[src/rtl/psa_pipe_stage.sv]
// Two-stage packed sub-word add/subtract unit for EX.
// S1 holds operands, S2 holds lane results, flags and valid.
module psa_pipe_stage #(
  parameter int LANES    = 4,
  parameter int LANE_W   = 4,
  parameter int SATURATE = 1
) (
  input  logic                    clk,
  input  logic                    rst,
  input  logic                    flush,
  input  logic                    in_valid,
  output logic                    in_ready,
  input  logic [LANES*LANE_W-1:0] in_a,
  input  logic [LANES*LANE_W-1:0] in_b,
  input  logic                    in_sub,
  output logic                    out_valid,
  input  logic                    out_ready,
  output logic [LANES*LANE_W-1:0] out_sum,
  output logic [LANES-1:0]        out_lane_ovfl,
  output logic                    out_err,
  input  logic                    clr_sticky,
  output logic                    sticky_err
);

  localparam int W = LANES * LANE_W;
  localparam logic [LANE_W-1:0] LMIN = {1'b1, {(LANE_W-1){1'b0}}};
  localparam logic [LANE_W-1:0] LMAX = ~LMIN;

  logic             s1_valid;
  logic [W-1:0]     s1_a;
  logic [W-1:0]     s1_b;
  logic             s1_sub;
  logic             s1_adv;
  logic             s2_adv;
  logic             take;
  logic [W-1:0]     sum_c;
  logic [LANES-1:0] ovfl_c;
  logic [LANE_W-1:0] a_l;
  logic [LANE_W-1:0] b_l;
  logic [LANE_W-1:0] r_l;

  assign s2_adv   = !out_valid | out_ready;
  assign s1_adv   = !s1_valid | s2_adv;
  assign in_ready = s1_adv & !flush & !rst;
  assign take     = in_valid & in_ready;

  // Each lane is an independent adder; subtraction is ~b plus carry-in.
  always_comb begin
    sum_c  = '0;
    ovfl_c = '0;
    a_l    = '0;
    b_l    = '0;
    r_l    = '0;
    for (int i = 0; i < LANES; i++) begin
      a_l = s1_a[i*LANE_W +: LANE_W];
      b_l = s1_sub ? ~s1_b[i*LANE_W +: LANE_W]
                   : s1_b[i*LANE_W +: LANE_W];
      r_l = a_l + b_l + {{(LANE_W-1){1'b0}}, s1_sub};
      ovfl_c[i] = (a_l[LANE_W-1] == b_l[LANE_W-1])
                & (r_l[LANE_W-1] != a_l[LANE_W-1]);
      if (SATURATE != 0 && ovfl_c[i])
        sum_c[i*LANE_W +: LANE_W] = a_l[LANE_W-1] ? LMIN : LMAX;
      else
        sum_c[i*LANE_W +: LANE_W] = r_l;
    end
  end

  always_ff @(posedge clk) begin
    if (rst) begin
      s1_valid <= 1'b0;
      s1_a     <= '0;
      s1_b     <= '0;
      s1_sub   <= 1'b0;
    end else if (flush) begin
      s1_valid <= 1'b0;
    end else if (s1_adv) begin
      s1_valid <= take;
      if (take) begin
        s1_a   <= in_a;
        s1_b   <= in_b;
        s1_sub <= in_sub;
      end
    end
  end

  always_ff @(posedge clk) begin
    if (rst) begin
      out_valid     <= 1'b0;
      out_sum       <= '0;
      out_lane_ovfl <= '0;
      out_err       <= 1'b0;
    end else if (flush) begin
      out_valid <= 1'b0;
    end else if (s2_adv) begin
      out_valid <= s1_valid;
      if (s1_valid) begin
        out_sum       <= sum_c;
        out_lane_ovfl <= ovfl_c;
        out_err       <= |ovfl_c;
      end
    end
  end

  // A handshake in the flush cycle is still a delivery; set beats clear.
  always_ff @(posedge clk) begin
    if (rst)
      sticky_err <= 1'b0;
    else if (out_valid & out_ready & out_err)
      sticky_err <= 1'b1;
    else if (clr_sticky)
      sticky_err <= 1'b0;
  end

endmodule

[config.mk]
export PLATFORM = sky130hd
export DESIGN_NAME = psa_pipe_stage
export DESIGN_NICKNAME = d
export VERILOG_FILES = /design/src/rtl/psa_pipe_stage.sv
export SDC_FILE = /design/constraint.sdc
export NUM_CORES = 1
export LEC_CHECK = 0
export CORE_ASPECT_RATIO = 2
export CORE_UTILIZATION = 34
export CTS_CLUSTER_DIAMETER = 50
export CTS_CLUSTER_SIZE = 30
export DETAILED_ROUTE_END_ITERATION = 8
export PLACE_DENSITY = 0.6
export RECOVER_POWER = 50
export SLEW_MARGIN = 20
export SYNTH_ARGS = -nofsm -noshare
export SYNTH_HDL_FRONTEND = slang
export SYNTH_SLANG_ARGS = --single-unit
[constraint.sdc]
create_clock -name clk -period 2.86 [get_ports clk]
set_input_delay 0.286 -clock clk [delete_from_list [all_inputs] [get_ports clk]]
set_output_delay 0.286 -clock clk [all_outputs]
set_load 0.01 [all_outputs]
==> results.json, run 1 <==
{
  "gpl.final_weighted_congestion": 0.768,
  "critical_path_class": "primary input to output port",
  "drt_pass1_iterations": 8,
  "required_ns": 2.57,
  "die_y_um": 129,
  "dieArea_um2": 8490,
  "ctsHtreeMaxLevel": 3,
  "timing.critical_path.from_type": "primary input",
  "vias": 2339,
  "drt_first_iter_violations": 90,
  "outcome": "completed",
  "antenna_violations_before_repair": 0,
  "final_period_minus_worst_setup_slack_ns": 2.24,
  "timing_worst_slew_pin_value_ns": 1.15,
  "area_growth_from_synthesis_to_layout_pct": 35.5,
  "worst_ep_arrival_time_ns": 1.96,
  "cts_hold_buffers": 0,
  "dominant_cells_by_area_after_synthesis": "dfxtp_1, nand2_1, a21oi_1, xor2_1, ha_1",
  "clock-root-buffer": "clkbuf_16",
  "area_taken_by_multi_input_logic_gates_um2": 1490,
  "track_usage_pct": 15.1,
  "timing.final.ws_setup_ns": 0.617,
  "hold_path.class": "register to register",
  "synth.yosys.seq_area_share_pct": 41.4,
  "synth_nets": 378,
  "syn-cell-area_um2": 2760,
  "clock-sinks": 57,
  "gr-total-overflow": 0,
  "p_int_mw": 1.69,
  "postLayoutCoreUtil_pct": 47.3,
  "switching_pwr_uw": 481,
  "cts.reportedPaths.clkPinSlew_ns": 0.05,
  "min_delay_startpoint": "s1_a[6]",
  "post_route_cells_drive_above_1_share_pct": 7.67,
  "floorplan.io_pins": 63,
  "finalHoldViolations": 0,
  "finalNetCount": 437,
  "fin_setup_tns_ns": 0,
  "ff2ff_path_depth": 8,
  "max_slew_margin_pct": 23.3,
  "avgSynthCellArea_um2": 8.43,
  "grt_pass1_vias": 2180,
  "cts.repair.resized": 0,
  "power.ir.vdd_worst_v": 0.000310,
  "endpoint_of_the_worst_register_to_register_path": "out_err",
  "viasPerCell": 4.80,
  "num_rows": 46,
  "maxClockFrequency_mhz": 446,
  "clk-insertion-delay-late_ns": 0.33,
  "power.static_leakage_nw": 1.53,
  "rsz_0062_raised_after_global_routing": "no",
  "timing.rr.start": "s1_sub",
  "synth_area_leader_cell": "dfxtp_1",
  "die-width_um": 65.7,
  "drv_cap": 0,
  "critPathCaptureType": "output port",
  "period_share_pct": 78.4,
  "whs_path_depth": 2,
  "slack_of_the_worst_reg_to_reg_path_ns": 0.66,
  "post_synthesis_instance_total": 327,
  "final.fill_count": 773,
  "power.sequential.fraction_pct": 38.8,
  "buffer_ports.inserted": 62,
  "core_area_um2": 7890,
  "cts.path.max_buffers": 2,
  "drt_wl_total_um": 5940,
  "tritoncts": "done",
  "final.setup_skew_ns": 0.00368,
  "first_pass_grt_wire_length_um": 9760,
  "drt-wirelength-per-cell_um": 12.2,
  "capture_endpoint_of_the_worst_hold_path": "s1_a[6]",
  "placed_cells_incl_taps": 471,
  "comb_power_share_pct": 10.0,
  "dpl.hpwl_um": 4530,
  "synth_cell_types": 44,
  "remaining_drc_errors": 0,
  "clkPwrFrac_pct": 51.2,
  "antenna_violating_nets_post_route": 0,
  "dp_worst_setup_slack_ns": 0.632,
  "setup_buffers_after_cts": 0,
  "maxSlewViolCount": 0,
  "yosys_warnings": 0,
  "area_taken_by_flip_flops_and_latches_um2": 1140,
  "initial_utilization_pct": 34.9,
  "final-instance-count-excl-fill": 487,
  "power.switching_fraction_pct": 22.2,
  "setup_violating_endpoint_count_in_the_final_report": 0,
  "count_of_antenna_diodes_in_the_layout": 0,
  "worstPathMaxFanout": 5,
  "post-synth-top-area-fraction_pct": 41.4,
  "pwr_dens_nw_per_um2": 580,
  "grt_start_max_net_pins": 58,
  "synth-seq-cells": 57,
  "cts_made_buffers": 9
}
synth_stat cells (all sizes together):
cell type and n:
clkbuf 9, o211ai 1, xor2 18, o2bb2ai 3, a2111oi 1, or3b 1
nor3b 1, buf 10, o21ai 9, nand3 2, a211oi 14, nand2 75
a41oi 1, nor3 8, nand2b 3, o22ai 1, nor2b 4, o21a 2
o21bai 1, a311oi 2, dfxtp 57, fa 4, a22o 2, a21oi 42
ha 8, mux2 1, and2 2, nor2 26, maj3 1, xnor2 3
mux2i 4, o31a 2, a21o 1, a31oi 2, inv 6
worst max-delay path: stages:
cell and delay, ns:
dlygate4sd3_1 0.55, nor2b_1 0.11, a211oi_1 0.40, clkdlybuf4s50_1 0.61
registers in the layout (all words and copies together), names as in the netlist:
name	count
out_err	1
out_lane_ovfl	4
out_sum	16
out_valid	1
s1_a	16
s1_b	16
s1_sub	1
s1_valid	1
sticky_err	1
stage by stage:
step / hold slack (ns) / cell area (um2) / power, mW
after floorplan: 0.365 / 2760 / 0.981
after global placement: 0.457 / 3440 / 1.08
after detailed placement: 0.459 / 3440 / 1.08
after CTS: 0.466 / 3750 / 2.19
after global routing: 0.486 / 3730 / 2.25
final: 0.461 / 3730 / 2.17
cells by family (layout without fill, tap and decap cells):
| group | count (synthesis) | count (layout) | synth area share [%] |
|---|---|---|---|
| buffers and inverters | 25 | 89 | 4.36 |
| AO/OA/AOI/OAI | 84 | 84 | 19.8 |
| AND/OR/NAND/NOR | 122 | 122 | 18.8 |
| XOR/XNOR | 21 | 21 | 6.68 |
| adder cells (fa/ha/maj) | 13 | 13 | 6.90 |
| multiplexers | 5 | 5 | 2.13 |
| flip-flops | 57 | 57 | 41.4 |
metal layers:
| metal | track usage, % | vias up | part of all wire (%) |
|---|---|---|---|
| met5 | 0 | - | 0 |
| met3 | 3.17 | 10 | 3.7 |
| li1 | - | 1237 | - |
| met4 | 9.46 | 0 | 2.7 |
| met1 | 16.5 | 1037 | 42 |
| met2 | 25.8 | 55 | 52 |
worst max-delay path by stage:
| stage | from | end | slack (ns) | cells past startpoint |
|---|---|---|---|---|
| global route | s1_sub | out_sum[1] | 0.43 | 7 |
| finish | out_ready | in_ready | 0.62 | 4 |
| global placement | out_ready | out_sum[12] | 0.78 | 6 |
| detailed placement | s1_sub | out_err | 0.63 | 8 |
| floorplan | s1_sub | out_sum[10] | 0.86 | 9 |
| CTS | s1_sub | out_err | 0.62 | 8 |
layout make-up:
| cell class | count | share of cell area, % |
|---|---|---|
| clock buffers | 9 | 6.03 |
| clock inverters | 7 | 2.28 |
| inverters | 6 | 0.603 |
| multi-input cells | 245 | 40.0 |
| flip-flops and latches | 57 | 30.6 |
| well taps | 96 | 3.22 |
| repair buffers | 67 | 17.3 |
placed cells by master (no fill, tap or decap), drive strengths merged, types with 3 or more instances in the layout:
master,netlist,layout
clkbuf,9,12
o21ai,9,9
clkinv,0,5
ha,8,8
mux2i,4,4
xnor2,3,3
inv,6,6
nor2b,4,4
nor3,8,8
o2bb2ai,3,3
buf,10,3
nand2,75,75
clkdlybuf4s50,0,37
fa,4,4
a21oi,42,42
xor2,18,18
dfxtp,57,57
nor2,26,26
nand2b,3,3
dlygate4sd3,0,24
a211oi,14,14
power by group through the flow:
| stage | Combinational [mW] | Sequential, mW | Clock, mW |
|---|---|---|---|
| final | 0.217 | 0.841 | 1.11 |
| after global routing | 0.242 | 0.844 | 1.16 |
| after CTS | 0.225 | 0.842 | 1.12 |
| after detailed placement | 0.224 | 0.858 | 0 |
| after global placement | 0.220 | 0.858 | 0 |
| after floorplan | 0.124 | 0.857 | 0 |
Note: power is estimated with default switching activity, not from simulation.
==> run 2: changes to the inputs <==
Clock period 2.86 ns to 2.2 ns, I/O delays scaled along.
==> results.json, run 2 (synthesis gave the netlist of run 1 again) <==
{
  "outcome": "completed",
  "timing_worst_slew_pin_value_ns": 0.650,
  "buffer_ports.inserted": 62,
  "maxSlewViolCount": 0,
  "layout_commonest_cell": "nand2_1",
  "hold_path.class": "primary input to register",
  "floorplan.io_pins": 63,
  "period_share_pct": 91.7,
  "setup_buffers_after_cts": 0,
  "required_ns": 1.98,
  "postLayoutCoreUtil_pct": 47.3,
  "first_pass_grt_wire_length_um": 9940,
  "clock-root-buffer": "clkbuf_16",
  "core_area_um2": 7890,
  "critPathBufInv": 1,
  "reg_top3": "out_sum (16), s1_a (16), s1_b (16)",
  "dieArea_um2": 8490,
  "finalHoldViolations": 0,
  "clk-insertion-delay-late_ns": 0.33,
  "design_area_um2": 3730,
  "fin_setup_tns_ns": 0,
  "antenna_violations_before_repair": 0,
  "critPathCaptureType": "output port",
  "track_usage_pct": 15.6,
  "maxClockFrequency_mhz": 496,
  "post_route_cells_drive_above_1_share_pct": 7.16,
  "dpl.hpwl_um": 4560,
  "vias": 2380,
  "ctsHtreeMaxLevel": 3,
  "slack_of_the_worst_reg_to_reg_path_ns": 0.21,
  "grt_pass1_vias": 2252,
  "grt_start_max_net_pins": 58,
  "cpMaxStageDelayCell": "clkdlybuf4s50_1",
  "rsz_0062_raised_after_global_routing": "no",
  "cts.reportedPaths.clkPinSlew_ns": 0.05,
  "gpl.final_weighted_congestion": 0.796,
  "final.setup_skew_ns": 0.00220,
  "cts_made_buffers": 9,
  "remaining_drc_errors": 0,
  "power.static_leakage_nw": 1.52,
  "pwr_dens_nw_per_um2": 700,
  "critical_path_class": "register to output port",
  "drv_cap": 0,
  "cts_hold_buffers": 0,
  "placement.cell_area_um2": 3480,
  "final_period_minus_worst_setup_slack_ns": 2.02,
  "timing.critical_path.from_type": "register",
  "final-instance-count-excl-fill": 487,
  "worst_ep_arrival_time_ns": 1.80,
  "worstPathMaxFanout": 5,
  "drt_pass1_iterations": 4,
  "viasPerCell": 4.89,
  "tritoncts": "done",
  "path_cells": "nor2b_1 -> a211oi_1 -> clkdlybuf4s50_1",
  "clock-sinks": 57,
  "drt_first_iter_violations": 80,
  "cts.path.max_buffers": 2,
  "die-width_um": 65.7,
  "cts.repair.resized": 0,
  "drt-wirelength-per-cell_um": 12.3,
  "num_rows": 46,
  "max_slew_margin_pct": 56.7,
  "final_cell_mix": "nand2_1, dfxtp_1, a21oi_1, clkdlybuf4s50_1, nor2_1",
  "gr-total-overflow": 0,
  "finalNetCount": 439,
  "drt_wl_total_um": 5980,
  "area_growth_from_synthesis_to_layout_pct": 35.4,
  "initial_utilization_pct": 34.9,
  "delay_heaviest_family_cp": "buffers and inverters",
  "cpPeakStageDelay_ns": 0.61,
  "placed_cells_incl_taps": 473,
  "count_of_antenna_diodes_in_the_layout": 0,
  "setup_violating_endpoint_count_in_the_final_report": 0,
  "die_y_um": 129,
  "antenna_violating_nets_post_route": 0,
  "power.ir.vdd_worst_v": 0.000391
}
run 2: cell types whose count changed in the layout (fill, tap and decap cells not counted), sizes merged:
cell	change
clkbuf	+3
bufinv	-2
clkinv	-5
buf	+4
clkdlybuf4s50	+1
dlygate4sd3	-1
run 2: final timing paths:
check | endpoint | from | cells past startpoint
worst max-delay path | in_ready | out_valid | 3
worst min-delay path | s1_a[13] | in_a[13] | 3
worst max register to register | out_lane_ovfl[1] | s1_sub | 8
worst min register to register | s1_a[6] | s1_a[6] | 2
run 2: report_power, final:
part	internal, mW	total [mW]	switching (mW)
logic	0.152	0.289	0.137
registers	1.07	1.09	0.0249
clock network	0.807	1.23	0.420
total	2.03	2.61	0.582
run 2: final cells by class:
class                   instances  area [um2]
fillers                       795        4150
multi-input cells             245        1490
flip-flops and latches         57        1140
repair buffers                 69         691
clock buffers                  14         264
well taps                      96         120
inverters                       6        22.5
run 2: layer usage:
metal | GRT usage [%] | vias to the layer above | share of wire [%]
met3 | 3.96 | 10 | 4.2
met5 | 0 | - | 0
met1 | 15.8 | 1082 | 41
li1 | - | 1236 | -
met4 | 9.21 | 0 | 2.5
met2 | 27.8 | 52 | 53
run 2: metrics by stage:
stage               hold WS [ns]  power, mW  setup WS [ns]
global route               0.442       2.72        0.00140
global placement           0.456       1.41          0.256
detailed placement         0.452       1.41          0.202
CTS                        0.431       2.65          0.188
finish                     0.439       2.61          0.183
floorplan                  0.299       1.28          0.199
run 2: worst reg2reg max path, delay by kind of cell (launching register included):
family          cells  cell delay, ns
buf+inv             1            0.16
simple gates        2            0.34
xor+xnor            1            0.18
compound gates      3            0.57
fa+ha+maj           1            0.29
flops               1            0.37
==> run 3: changes to the inputs <==
Settings changed: GPL_ROUTABILITY_DRIVEN set to 0.
==> results of run 3 <==
Same layout as run 2: the final DEF is identical, and so are final timing and power.
